`src/rtl/pong_input_cond.sv`:
```
// Button conditioning for the pong core: 2-FF sync, integrating debounce, rise pulse,
// and a per-frame latched view. Optional auto-repeat of held buttons: PONG_INPUT_AUTOREPEAT_EN.
module pong_input_cond #(
    parameter int N_BTN     = 6,
    parameter int DEB_BITS  = 16,
    parameter int REP_DELAY = 24,
    parameter int REP_RATE  = 6
) (
    input  logic             clk,
    input  logic             rst_n,
    input  logic [N_BTN-1:0] btn_raw,
    input  logic             frame_tick,
    output logic [N_BTN-1:0] btn_level,
    output logic [N_BTN-1:0] btn_rise,
    output logic [N_BTN-1:0] btn_frame,
    output logic [N_BTN-1:0] btn_frame_rise
);

    localparam logic [DEB_BITS-1:0] CNT_MAX = '1;

    if (REP_RATE < 1 || REP_RATE > REP_DELAY || REP_DELAY > 63) begin : g_bad_rep_cfg
        $error("pong_input_cond: need 1 <= REP_RATE <= REP_DELAY <= 63");
    end

    logic [N_BTN-1:0]    sync1_q, sync1_d;
    logic [N_BTN-1:0]    sync2_q, sync2_d;
    logic [N_BTN-1:0]    level_q, level_d;
    logic [N_BTN-1:0]    rise_q, rise_d;
    logic [N_BTN-1:0]    pending_q, pending_d;
    logic [N_BTN-1:0]    frame_q, frame_d;
    logic [N_BTN-1:0]    frame_rise_q, frame_rise_d;
    logic [DEB_BITS-1:0] cnt_q [N_BTN];
    logic [DEB_BITS-1:0] cnt_d [N_BTN];
    logic [N_BTN-1:0]    rep_fire;

    // Debounce: the synchronised value must disagree with the level for MAX+1 consecutive clocks.
    always_comb begin
        sync1_d = btn_raw;
        sync2_d = sync1_q;
        level_d = level_q;
        for (int i = 0; i < N_BTN; i++) begin
            cnt_d[i] = cnt_q[i];
            if (sync2_q[i] == level_q[i]) begin
                cnt_d[i] = '0;
            end else if (cnt_q[i] == CNT_MAX) begin
                level_d[i] = sync2_q[i];
                cnt_d[i]   = '0;
            end else begin
                cnt_d[i] = cnt_q[i] + 1'b1;
            end
        end
        rise_d = level_d & ~level_q;
    end

`ifdef PONG_INPUT_AUTOREPEAT_EN
    localparam logic [5:0] REP_FIRE_AT = 6'(REP_DELAY);
    localparam logic [5:0] REP_RELOAD  = 6'(REP_DELAY - REP_RATE);

    logic [5:0] hold_q [N_BTN];
    logic [5:0] hold_d [N_BTN];
    logic [5:0] hold_inc;

    // Hold counter counts frames with the button down; reload keeps repeats REP_RATE apart.
    always_comb begin
        rep_fire = '0;
        hold_inc = '0;
        for (int i = 0; i < N_BTN; i++) begin
            hold_d[i] = hold_q[i];
            hold_inc  = hold_q[i] + 6'd1;
            if (!level_q[i]) begin
                hold_d[i] = '0;
            end else if (frame_tick) begin
                if (hold_inc == REP_FIRE_AT) begin
                    rep_fire[i] = 1'b1;
                    hold_d[i]   = REP_RELOAD;
                end else begin
                    hold_d[i] = hold_inc;
                end
            end
        end
    end

    always_ff @(posedge clk or negedge rst_n) begin
        if (!rst_n) begin
            for (int i = 0; i < N_BTN; i++) hold_q[i] <= '0;
        end else begin
            for (int i = 0; i < N_BTN; i++) hold_q[i] <= hold_d[i];
        end
    end
`else
    assign rep_fire = '0;
`endif

    // A rise in the same cycle as frame_tick belongs to the frame that is closing.
    always_comb begin
        pending_d    = frame_tick ? '0 : (pending_q | rise_q);
        frame_d      = frame_tick ? level_q : frame_q;
        frame_rise_d = frame_tick ? (pending_q | rise_q | rep_fire) : frame_rise_q;
    end

    always_ff @(posedge clk or negedge rst_n) begin
        if (!rst_n) begin
            sync1_q      <= '0;
            sync2_q      <= '0;
            level_q      <= '0;
            rise_q       <= '0;
            pending_q    <= '0;
            frame_q      <= '0;
            frame_rise_q <= '0;
            for (int i = 0; i < N_BTN; i++) cnt_q[i] <= '0;
        end else begin
            sync1_q      <= sync1_d;
            sync2_q      <= sync2_d;
            level_q      <= level_d;
            rise_q       <= rise_d;
            pending_q    <= pending_d;
            frame_q      <= frame_d;
            frame_rise_q <= frame_rise_d;
            for (int i = 0; i < N_BTN; i++) cnt_q[i] <= cnt_d[i];
        end
    end

    assign btn_level      = level_q;
    assign btn_rise       = rise_q;
    assign btn_frame      = frame_q;
    assign btn_frame_rise = frame_rise_q;

endmodule

```
`config.mk`:
```
export PLATFORM = sky130hd
export DESIGN_NAME = pong_input_cond
export DESIGN_NICKNAME = d
export VERILOG_FILES = /design/src/rtl/pong_input_cond.sv
export SDC_FILE = /design/constraint.sdc
export NUM_CORES = 1
export LEC_CHECK = 0
export ABC_AREA = 1
export BUFFER_PORTS_ARGS = -buffer_cell sky130_fd_sc_hd__clkbuf_2
export CORE_AREA = 2 2 140 142
export CTS_CLUSTER_DIAMETER = 100
export DETAILED_ROUTE_END_ITERATION = 8
export DIE_AREA = 0 0 142 144
export SYNTH_ARGS = -nofsm -noshare
export SYNTH_HDL_FRONTEND = slang
export SYNTH_SLANG_ARGS = --single-unit
export TNS_END_PERCENT = 10
```
`constraint.sdc`:
```
create_clock -name clk -period 1.3 [get_ports clk]
set_input_delay 0.195 -clock clk [delete_from_list [all_inputs] [get_ports clk]]
set_output_delay 0.195 -clock clk [all_outputs]
set_load 0.05 [all_outputs]
```
==> results of run 1 <==
[cell usage after synthesis (all sizes together)]
cell / instances
buf: 2
nor3b: 4
o21bai: 10
inv: 75
clkbuf: 1
o21ai: 18
nand2: 193
xor2: 37
nand3: 35
xnor2: 6
o211ai: 1
a21oi: 23
nand3b: 4
ha: 6
nand4: 15
dfrtp: 138
o21a: 1
mux2: 6
nor2: 190
nor3: 9
[stage by stage]
step | worst slack (ns) | hold slack (ns)
after floorplan | -0.0463 | -0.101
after global placement | -0.104 | 0.155
after detailed placement | -0.135 | 0.158
after CTS | -0.0601 | 0.155
after global routing | -0.123 | 0.181
final | -0.0700 | 0.168
[where the power goes]
part | switching [W] | internal, W
Sequential | 0.0000749 | 0.00437
Combinational | 0.000322 | 0.000220
Clock | 0.00175 | 0.00303
Total | 0.00214 | 0.00762
[what timing repair did]
action                                  4_1_cts  5_1_grt
gates resized for setup                      51       59
setup buffers                                 6        2
endpoints found under the hold margin        38        0
hold buffers                                  7        0
gates cloned                                  2        1
pin swaps                                    26       17
endpoints found under the setup margin       70       92
[layer usage]
| layer | routed length, um | vias to the layer above |
|---|---|---|
| li1 | - | 2724 |
| met1 | 6750 | 2503 |
| met2 | 6960 | 66 |
| met3 | 402 | 18 |
| met4 | 175 | 0 |
| met5 | 0 | - |
[tightest hold or removal path, cell delays in order]
cell	delay (ns)
clkbuf_2	0.10
buf_12	0.17
nor2_1	0.06
[how the worst min path moves through the flow]
stage / slack (ns) / endpoint / startpoint / cells past startpoint
6_report: 0.17 / pending_q[5] / frame_tick / 3
5_1_grt: 0.18 / pending_q[5] / frame_tick / 3
4_1_cts: 0.16 / pending_q[2] / frame_tick / 3
3_5_place_dp: 0.16 / sync1_q[1] / rst_n / 1
3_3_place_gp: 0.16 / cnt_q[90] / rst_n / 1
2_1_floorplan: -0.10 / btn_frame[0] / rst_n / 0
[registers in the layout, summed over array words and instances (netlist names)]
signal,cells
sync2_q,6
sync1_q,6
btn_frame,6
cnt_q,96
btn_frame_rise,6
pending_q,6
btn_rise,6
btn_level,6
[cell usage in the layout (no fill, tap or decap), types with 13 or more instances in the layout]
master / n
inv_1: 69
a21oi_1: 23
xor2_1: 32
nor2_4: 14
clkbuf_2: 20
nor2_2: 13
dfrtp_1: 132
nand2_4: 13
nand3_1: 25
nand4_1: 15
nor2_1: 163
clkbuf_16: 20
nand2_2: 16
buf_4: 77
nand2_1: 166
[final cells by class]
cell class	count	area [um^2]	share of cell area, %
flip-flops and latches	138	3460	39.3
multi-input cells	561	3170	35.9
repair buffers	121	1020	11.6
clock buffers	26	499	5.67
well taps	238	298	3.38
inverters	75	282	3.19
clock inverters	6	86.3	0.980
[kinds of logic (layout without fill, tap and decap cells)]
logic type / after synthesis / in the layout / synth area share, %
and+or+nand+nor: 450 / 453 / 29.8
adders and majority gates: 6 / 6 / 1.15
DFF: 138 / 138 / 52.8
muxes: 6 / 6 / 1.03
AOI/OAI and AO/OA: 53 / 53 / 4.68
xor gates and xnor gates: 43 / 43 / 6.10
buffers and inverters: 78 / 228 / 4.51
==> metrics.md, run 1 <==
| Metric | Value |
|---|---|
| Status | finished with violations |
| Failing checks | negative setup slack |
| Die Y | 144 um |
| Final wirelength | 14300 um |
| Vias/cell | 4.56 |
| Crit path buf inv count | 1 |
| End of the critical path | cnt_q[88] |
| Most used routing layer in global routing | met2 |
| Final HPWL DP | 9990 um |
| Startpoint types | register |
| Antenna violations before repair | 0 |
| Synth Net Count | 789 |
| Area Overhead vs Synth | 34.6% |
| DRC | 0 |
| Vias post-DR | 5311 |
| Post-synth top area cell | dfrtp_1 |
| Final Hold Fails | 0 |
| Worst-Margin Slew | 0.424 ns |
| Total power | 0.00976 W |
| Number of routed nets with antenna violations | 0 |
| Design Area, Final | 0.00881 mm^2 |
| Filler Cells Inserted | 1822 |
| Crit-path cells | ha_4 -> nand3_2 -> nor3_4 -> buf_4 -> xnor2_1 -> nor2_1 |
| Cell count after synthesis | 774 |
| Layout cell share with drive strength beyond 1 | 26.5% |
| Data arrival, critical path | 1.67 ns |
| # diodes | 0 |
| Worst skew pair latency | 0.42 ns |
| Top cell type's share of synthesized area | 52.8% |
| Die area | 0.0204 mm^2 |
| RSZ-0062 raised after global routing | true |
| Leak Pwr | 3.96 nW |
| Synth top area cells | dfrtp_1 53%, nand2_1 10%, nor2_1 10%, xor2_1 4.5%, inv_1 4.1% |
| Post-synthesis cell area | 0.00655 mm^2 |
| TritonCTS Buffers | 17 |
| CP top delay family | simple AND/OR/NAND/NOR gates |
| R2R cell count | 6 |
| Period utilization | 105% |
| Reg-to-reg slack, setup | -0.07 ns |
| Synthesized area per cell | 8.46 um^2 |
| Std-Cell Core Area | 0.0191 mm^2 |
| CTS tree | yes |
| Initial Util | 34.3% |
| GRT Util Overall | 15.1% |
| Final Non-Filler Cells | 1165 |
| Max VDD drop | 1.19 mV |
| R2r endpoint | cnt_q[88] |
| Slowest cell delay on critical path | 0.39 ns |
| Met1 Track Usage GR | 18.9% |
| Slowest cell on crit path | dfrtp_1 |
| Max_cap viols | 0 |
| CTS sink count | 138 |
| Worst Setup SP | cnt_q[80] |
| Crit path required time | 1.60 ns |
| Post-synthesis sequential area ratio | 52.8% |
| Crit path max fanout | 4 |
| Routed WL per cell | 12.3 um |
| Pin count of the biggest net entering global routing | 39 |
| Slew HR | 71.8% |
| Final setup vio count | 15 |
| Input/output buffers | 32 |
| Yosys reg bits | 138 |
| Crit. path cell count | 6 |
| H-tree Lvls | 4 |
| I/O pins | 33 |
| Global-route wire length before repair | 24700 um |
| Setup TNS | -0.249 ns |
| Inst Count DP | 1116 |
| Min Tclk post-route | 1.37 ns |
| GPL Wtd Cong | 0.858 |
| CTS clk-pin slew, worst paths | 0.06 ns |
| Hold crit path type | primary input to register |
| Critical path type | register to register |
| GR met2 Demand/Resource | 25.7% |
| Row count | 51 |
| R2r startpoint | cnt_q[80] |
| Pwr Density | 1110 mW/mm^2 |
| Critical Path Sink Type | register |
| Met3 Track Usage GR | 3.74% |
| Ys Warns | 0 |
| Final Util | 46.2% |
| Chip width | 142 um |
| Post-DP Area | 0.00763 mm^2 |
| Largest buffer count on any clock path | 2 |
| TritonRoute pass-1 iters | 4 |
| Via count of the first global-routing pass | 5364 |
| Yosys cell types | 31 |
| Fin Clk Skew | 0.00581 ns |
| GR Overflow Total | 0 |
| Root Buffer | clkbuf_16 |
| Final #Nets | 929 |
| Fmax | 0.730 GHz |
| Initial drt markers | 250 |
| Fin worst setup slack | -0.0700 ns |
| Final Slew Violations | 0 |
No activity file was read; power rests on OpenSTA's default activity.
==> run 2, diff against run 1 <==
==> constraint.sdc (replaced) <==
create_clock -name clk -period 1.25 [get_ports clk]
set_input_delay 0.1875 -clock clk [delete_from_list [all_inputs] [get_ports clk]]
set_output_delay 0.1875 -clock clk [all_outputs]
set_load 0.05 [all_outputs]
==> run 2 against run 1 <==
Compared with the run above:
- critical path depth grew 2
- global-route usage shrank 0.52 points
- worst hold slack lost 0.014 ns
- largest cell class unchanged
- via count grew 0.70%
- register-to-register slack lost 0.06 ns
- the run still ends with negative setup slack left
- critical endpoint is now btn_rise[2]
- non-clock buffer count grew 24
- worst setup slack lost 0.058 ns
==> metrics.md, run 2 (synthesis results as in run 1) <==
| Metric | Value |
|---|---|
| Reg-to-reg slack, setup | -0.13 ns (-0.06 ns) |
| Area Overhead vs Synth | 36.4% |
| Hold crit path type | primary input to register |
| Layout cell share with drive strength beyond 1 | 28.1% (+1.6 points) |
| Largest buffer count on any clock path | 2 (unchanged) |
| Largest register FFs | 96 (unchanged) |
| RSZ-0062 raised after global routing | true |
| Final wirelength | 13800 um (-3.7%) |
| Vias post-DR | 5348 (+0.70%) |
| Top reg by flops | cnt_q |
| Post-DP Area | 0.00782 mm^2 (+2.6%) |
| Final Slew Violations | 0 (unchanged) |
| WHS Endpoint | pending_q[2] |
| GR Overflow Total | 0 (unchanged) |
| Max_cap viols | 0 (unchanged) |
| CTS sink count | 138 (unchanged) |
| Leak Pwr | 4.02 nW (+1.5%) |
| Critical path type | register to register |
| Root Buffer | clkbuf_16 |
| CTS clk-pin slew, worst paths | 0.06 ns (about the same) |
| R2R cell count | 8 (+2) |
| Row count | 51 (unchanged) |
| Data arrival, critical path | 1.73 ns (+0.06 ns) |
| Global-route wire length before repair | 23800 um (-3.4%) |
| Worst skew pair latency | 0.42 ns (about the same) |
| Min Tclk post-route | 1.38 ns (+0.00840 ns) |
| CTS tree | yes |
| Via count of the first global-routing pass | 5247 (-2.2%) |
| Crit path max fanout | 3 (-1) |
| Die area | 0.0204 mm^2 (unchanged) |
| Design Area, Final | 0.00893 mm^2 (+1.3%) |
| Period utilization | 110% (+4.9 points) |
| Pwr Density | 1140 mW/mm^2 (+2.6%) |
| Crit path required time | 1.60 ns (about the same) |
| Slowest cell on crit path | dfrtp_1 |
| Number of routed nets with antenna violations | 0 (unchanged) |
| Final HPWL DP | 10100 um (+1.1%) |
| Worst-Margin Slew | 0.500 ns (+0.0764 ns) |
| Most common cell after layout, fill and taps aside | nand2_1 |
| Final #Nets | 951 (+2.4%) |
| Die Y | 144 um (unchanged) |
| Failing checks | negative setup slack |
| Fmax | 0.725 GHz (-0.61%) |
| Final Hold Fails | 0 (unchanged) |
| R2r endpoint | btn_rise[2] |
| Fin Clk Skew | 0.00735 ns (+0.00153 ns) |
| Vias/cell | 4.51 (-1.2%) |
| H-tree Lvls | 4 (unchanged) |
| I/O pins | 33 (unchanged) |
| Final setup vio count | 51 (+36) |
| DRC | 0 (unchanged) |
| Most used cell, CP | nor2_4 |
| GRT Util Overall | 14.6% (-0.52 points) |
| Input/output buffers | 32 (unchanged) |
| Inst Count DP | 1142 (+2.3%) |
| GPL Wtd Cong | 0.846 (-1.5%) |
| HP Start | frame_tick |
| Antenna violations before repair | 0 (unchanged) |
| Initial Util | 34.3% (unchanged) |
| Routed WL per cell | 11.6 um (-5.5%) |
| Filler Cells Inserted | 1790 (-1.8%) |
| Final Util | 46.8% (+0.60 points) |
| R2r startpoint | cnt_q[49] |
| Max VDD drop | 1.23 mV (+3.3%) |
| Critical Path Sink Type | register |
| Commonest cells after routing, fill and taps aside | 167 x nand2_1, 165 x nor2_1, 131 x dfrtp_1 |
| # diodes | 0 (unchanged) |
| Startpoint types | register |
| Status | finished with violations |
| Slowest cell delay on critical path | 0.40 ns (about the same) |
| Pin count of the biggest net entering global routing | 33 (-15%) |
| TritonCTS Buffers | 17 (unchanged) |
| Fin worst setup slack | -0.128 ns (-0.0584 ns) |
| Worst Setup SP | cnt_q[49] |
| Initial drt markers | 286 (+14%) |
| Chip width | 142 um (unchanged) |
| TritonRoute pass-1 iters | 4 (unchanged) |
| Slew HR | 66.4% (-5.4 points) |
| Final Non-Filler Cells | 1187 (+1.9%) |
| Hold Path Stages | 3 (unchanged) |
| Crit-path cells | ha_4 -> nand2_4 -> nor2_4 -> nand2_2 -> nor2_4 -> buf_6 -> nand3_2 -> nor2_1 |
| Std-Cell Core Area | 0.0191 mm^2 (unchanged) |
| Fin Hold WS | 0.154 ns (-0.0145 ns) |
==> run 2: worst max path at each step <==
stage                   to  slack [ns]  cells past startpoint
2_1_floorplan    cnt_q[47]       -0.07                      8
3_3_place_gp     cnt_q[95]       -0.15                      8
3_5_place_dp     cnt_q[95]       -0.16                      8
4_1_cts          cnt_q[57]       -0.11                      8
5_1_grt        btn_rise[0]       -0.22                      8
6_report       btn_rise[2]       -0.13                      8
==> run 2: per-layer routing <==
metal,wire length (um),vias to the layer above,share of wire (%),global-route usage (%)
li1,-,2762,-,-
met1,6570,2519,48,18.5
met2,6650,58,48,24.6
met3,423,9,3.1,4.24
met4,117,0,0.85,3.79
met5,0,-,0,0
==> run 2: report_power, final <==
group / switching (W) / internal [W]
clock: 0.00192 / 0.00306
combinational: 0.000326 / 0.000229
sequential: 0.0000670 / 0.00455
total: 0.00231 / 0.00784
==> run 2: what timing repair did <==
item,in CTS,in global routing
pin swaps,10,23
hold buffers,7,0
cloned,1,0
gates resized for setup,61,52
setup buffers,4,1
setup endpoints to repair,91,110
endpoints found under the hold margin,144,0
==> run 2: layout make-up <==
type | count | area [um^2] | share of cell area [%]
flip-flops and latches | 138 | 3460 | 38.8
multi-input cells | 559 | 3060 | 34.2
repair buffers | 145 | 1230 | 13.8
clock buffers | 20 | 457 | 5.12
well taps | 238 | 298 | 3.34
inverters | 75 | 282 | 3.15
clock inverters | 12 | 140 | 1.57
==> run 2: metrics by stage <==
step                      total power [W]  setup TNS, ns  setup WS (ns)
after floorplan                   0.00490          -2.04        -0.0715
after global placement            0.00519          -3.47         -0.154
after detailed placement          0.00520          -5.21         -0.161
after CTS                          0.0103          -3.21         -0.109
after global routing               0.0106         -10.34         -0.222
final                              0.0101          -3.26         -0.128
==> run 2: critical path, delay by kind of cell, from the launching register on <==
family / cells / cell delay, ns
AND/OR/NAND/NOR: 6 / 0.61
flip-flops: 1 / 0.40
adder cells (fa/ha/maj): 1 / 0.17
buffers and inverters: 1 / 0.12
==> run 3, diff against run 2 <==
--- a/config.mk
+++ b/config.mk
@@ -8,9 +8,11 @@
 export ABC_AREA = 1
 export BUFFER_PORTS_ARGS = -buffer_cell sky130_fd_sc_hd__clkbuf_2
 export CORE_AREA = 2 2 140 142
+export CTS_BUF_LIST = sky130_fd_sc_hd__clkbuf_2
 export CTS_CLUSTER_DIAMETER = 100
 export DETAILED_ROUTE_END_ITERATION = 8
 export DIE_AREA = 0 0 142 144
+export PLACE_DENSITY = 0.63
 export SYNTH_ARGS = -nofsm -noshare
 export SYNTH_HDL_FRONTEND = slang
 export SYNTH_SLANG_ARGS = --single-unit
==> run 3 against run 2 <==
Compared with the run above:
- cell count is 0.25% lower
- critical endpoint is now btn_level[0]
- power decreased by 20%
- routed wire length grew 1.8%
- via count increased by 0.24%
- largest power group is now sequential cells
- the flow still finishes with violations (negative setup slack)
- sequential power about the same
==> metrics.md, run 3 (synthesis results as in run 1) <==
| Metric | Value |
|---|---|
| Status | finished with violations |
| Failing checks | negative setup slack |
| Largest register FFs | 96 (unchanged) |
| RSZ-0062 raised after global routing | true |
| Final wirelength | 14000 um (+1.8%) |
| Vias/cell | 4.53 (+0.50%) |
| Area Overhead vs Synth | 34.6% |
| Root Buffer | clkbuf_2 |
| Combinational Power Share | 7.3% (+1.8 points) |
| DRC | 0 (unchanged) |
| Max_cap viols | 0 (unchanged) |
| Critical Path Sink Type | primary output |
| Global-route wire length before repair | 24200 um (+1.4%) |
| Die area | 0.0204 mm^2 (unchanged) |
| H-tree Lvls | 4 (unchanged) |
| Initial drt markers | 242 (-15%) |
| DP Worst Slack | -0.149 ns (+0.0116 ns) |
| Switching Share | 25.0% (+2.2 points) |
| Fin Clk Skew | 0.0225 ns (+0.0151 ns) |
| CTS tree | yes |
| Switching power | 0.00202 W (-12%) |
| Pin count of the biggest net entering global routing | 28 (-15%) |
| TritonCTS Buffers | 17 (unchanged) |
| Final #Nets | 947 (-0.42%) |
| CTS sink count | 138 (unchanged) |
| Row count | 51 (unchanged) |
| Leak Pwr | 3.94 nW (-2.0%) |
| GR Overflow Total | 0 (unchanged) |
| Slew HR | 35.8% (-31 points) |
| Final Slew Violations | 0 (unchanged) |
| I/O pins | 33 (unchanged) |
| TritonRoute pass-1 iters | 4 (unchanged) |
| WHS Endpoint | sync1_q[5] |
| Final Hold Fails | 0 (unchanged) |
| Final HPWL DP | 9830 um (-2.6%) |
| Final Util | 46.2% (-0.60 points) |
| Flop pwr share | 57.0% (+11 points) |
| Number of routed nets with antenna violations | 0 (unchanged) |
| Pwr Density | 921 mW/mm^2 (-19%) |
| Most common cell after layout, fill and taps aside | nand2_1 |
| R2r endpoint | cnt_q[95] |
| Period utilization | 131% (+21 points) |
| Clk pwr share | 35.7% (-13 points) |
| Worst skew pair latency | 0.71 ns (+0.29 ns) |
| GRT Util Overall | 14.9% (+0.27 points) |
| Via count of the first global-routing pass | 5280 (+0.63%) |
| Hold Path Stages | 2 (-1) |
| Largest buffer count on any clock path | 2 (unchanged) |
| Startpoint types | register |
| Die Y | 144 um (unchanged) |
| R2r startpoint | cnt_q[80] |
| Final setup vio count | 91 (+78%) |
| Hold crit path type | primary input to register |
| Input/output buffers | 32 (unchanged) |
| Chip width | 142 um (unchanged) |
| CTS clk-pin slew, worst paths | 0.20 ns (+0.14 ns) |
| Fin Hold WS | 0.117 ns (-0.0363 ns) |
| Routed WL per cell | 11.8 um (+2.1%) |
| Reg-to-reg slack, setup | -0.09 ns (+0.04 ns) |
| Critical path type | register to primary output |
| Data arrival, critical path | 1.45 ns (-0.28 ns) |
| Commonest cells after routing, fill and taps aside | 167 x nand2_1, 166 x nor2_1, 127 x dfrtp_1 |
| Worst-Margin Slew | 0.963 ns (+0.463 ns) |
| Std-Cell Core Area | 0.0191 mm^2 (unchanged) |
| Fin worst setup slack | -0.389 ns (-0.260 ns) |
| Antenna violations before repair | 1 (+1) |
| Top reg by flops | cnt_q |
| Total power | 0.00811 W (-20%) |
| Fmax | 0.610 GHz (-16%) |
| Initial Util | 34.3% (unchanged) |
| R2R cell count | 8 (unchanged) |
| Vias post-DR | 5361 (+0.24%) |
| Layout cell share with drive strength beyond 1 | 28.4% (+0.22 points) |
| HP Start | btn_raw[5] |
| Min Tclk post-route | 1.64 ns (+0.260 ns) |
| Crit path max fanout | 2 (-1) |
| GPL Wtd Cong | 0.807 (-4.6%) |
| Crit path required time | 1.06 ns (-0.54 ns) |
| Max VDD drop | 0.751 mV (-39%) |
| Internal power | 0.00609 W (-22%) |
run 3: cell types whose count changed in the layout (fill, tap and decap cells not counted), sizes merged:
| cell | delta |
|---|---|
| clkinv | +3 |
| dlymetal6s4s | +1 |
| inv | -2 |
| nand2 | -1 |
| diode | +1 |
| clkbuf | -16 |
| bufinv | +2 |
| buf | +6 |
| dlygate4sd3 | +3 |
run 3: layout make-up:
cell class / instances / area [um^2]
clock buffer: 17 / 85.1
clock inverter: 15 / 181
multi-input combinational: 558 / 3120
sequential: 138 / 3470
fill: 1822 / 10300
antenna: 1 / 2.50
tap: 238 / 298
inverter: 75 / 284
timing repair buffer: 142 / 1370
run 3: worst max-delay path by stage:
stage	startpoint	to	slack (ns)
6_report	btn_level[0]	btn_level[0]	-0.39
2_1_floorplan	cnt_q[32]	cnt_q[47]	-0.07
5_1_grt	btn_level[0]	btn_level[0]	-0.51
4_1_cts	btn_level[0]	btn_level[0]	-0.46
3_3_place_gp	cnt_q[80]	cnt_q[95]	-0.15
3_5_place_dp	cnt_q[80]	cnt_q[95]	-0.15
run 3: power by group through the flow:
stage	Combinational [W]	Sequential (W)	Clock, W
floorplan	0.000170	0.00473	0
global placement	0.000506	0.00468	0
detailed placement	0.000513	0.00469	0
CTS	0.000578	0.00462	0.00302
global route	0.000664	0.00464	0.00320
finish	0.000594	0.00463	0.00289
run 3: per-layer routing:
metal | part of all wire, % | vias up | GRT usage (%)
met5 | 0 | - | 0
met2 | 47 | 64 | 24.5
met3 | 2.9 | 18 | 3.74
met4 | 1.4 | 0 | 5.16
li1 | - | 2742 | -
met1 | 49 | 2537 | 19.2
run 3: metrics by stage:
| stage | setup TNS (ns) | area [um^2] | instances |
|---|---|---|---|
| 2_1_floorplan | -2.04 | 6570 | 774 |
| 3_3_place_gp | -3.88 | 7750 | 1130 |
| 3_5_place_dp | -6.08 | 7750 | 1130 |
| 4_1_cts | -15.20 | 8560 | 1181 |
| 5_1_grt | -20.10 | 8810 | 1184 |
| 6_report | -9.06 | 8810 | 1184 |
run 3: timing repair:
item | in CTS | in global routing
hold endpoints to repair | 162 | 0
setup endpoints to repair | 108 | 141
gates resized for setup | 86 | 77
setup buffers | 8 | 2
hold buffers | 11 | 0
pin swaps | 18 | 10
run 3: worst max-delay path: stages, from the launching register on:
cell	delay, ns
dfrtp_2	0.46
buf_6	0.12
clkbuf_16	0.16
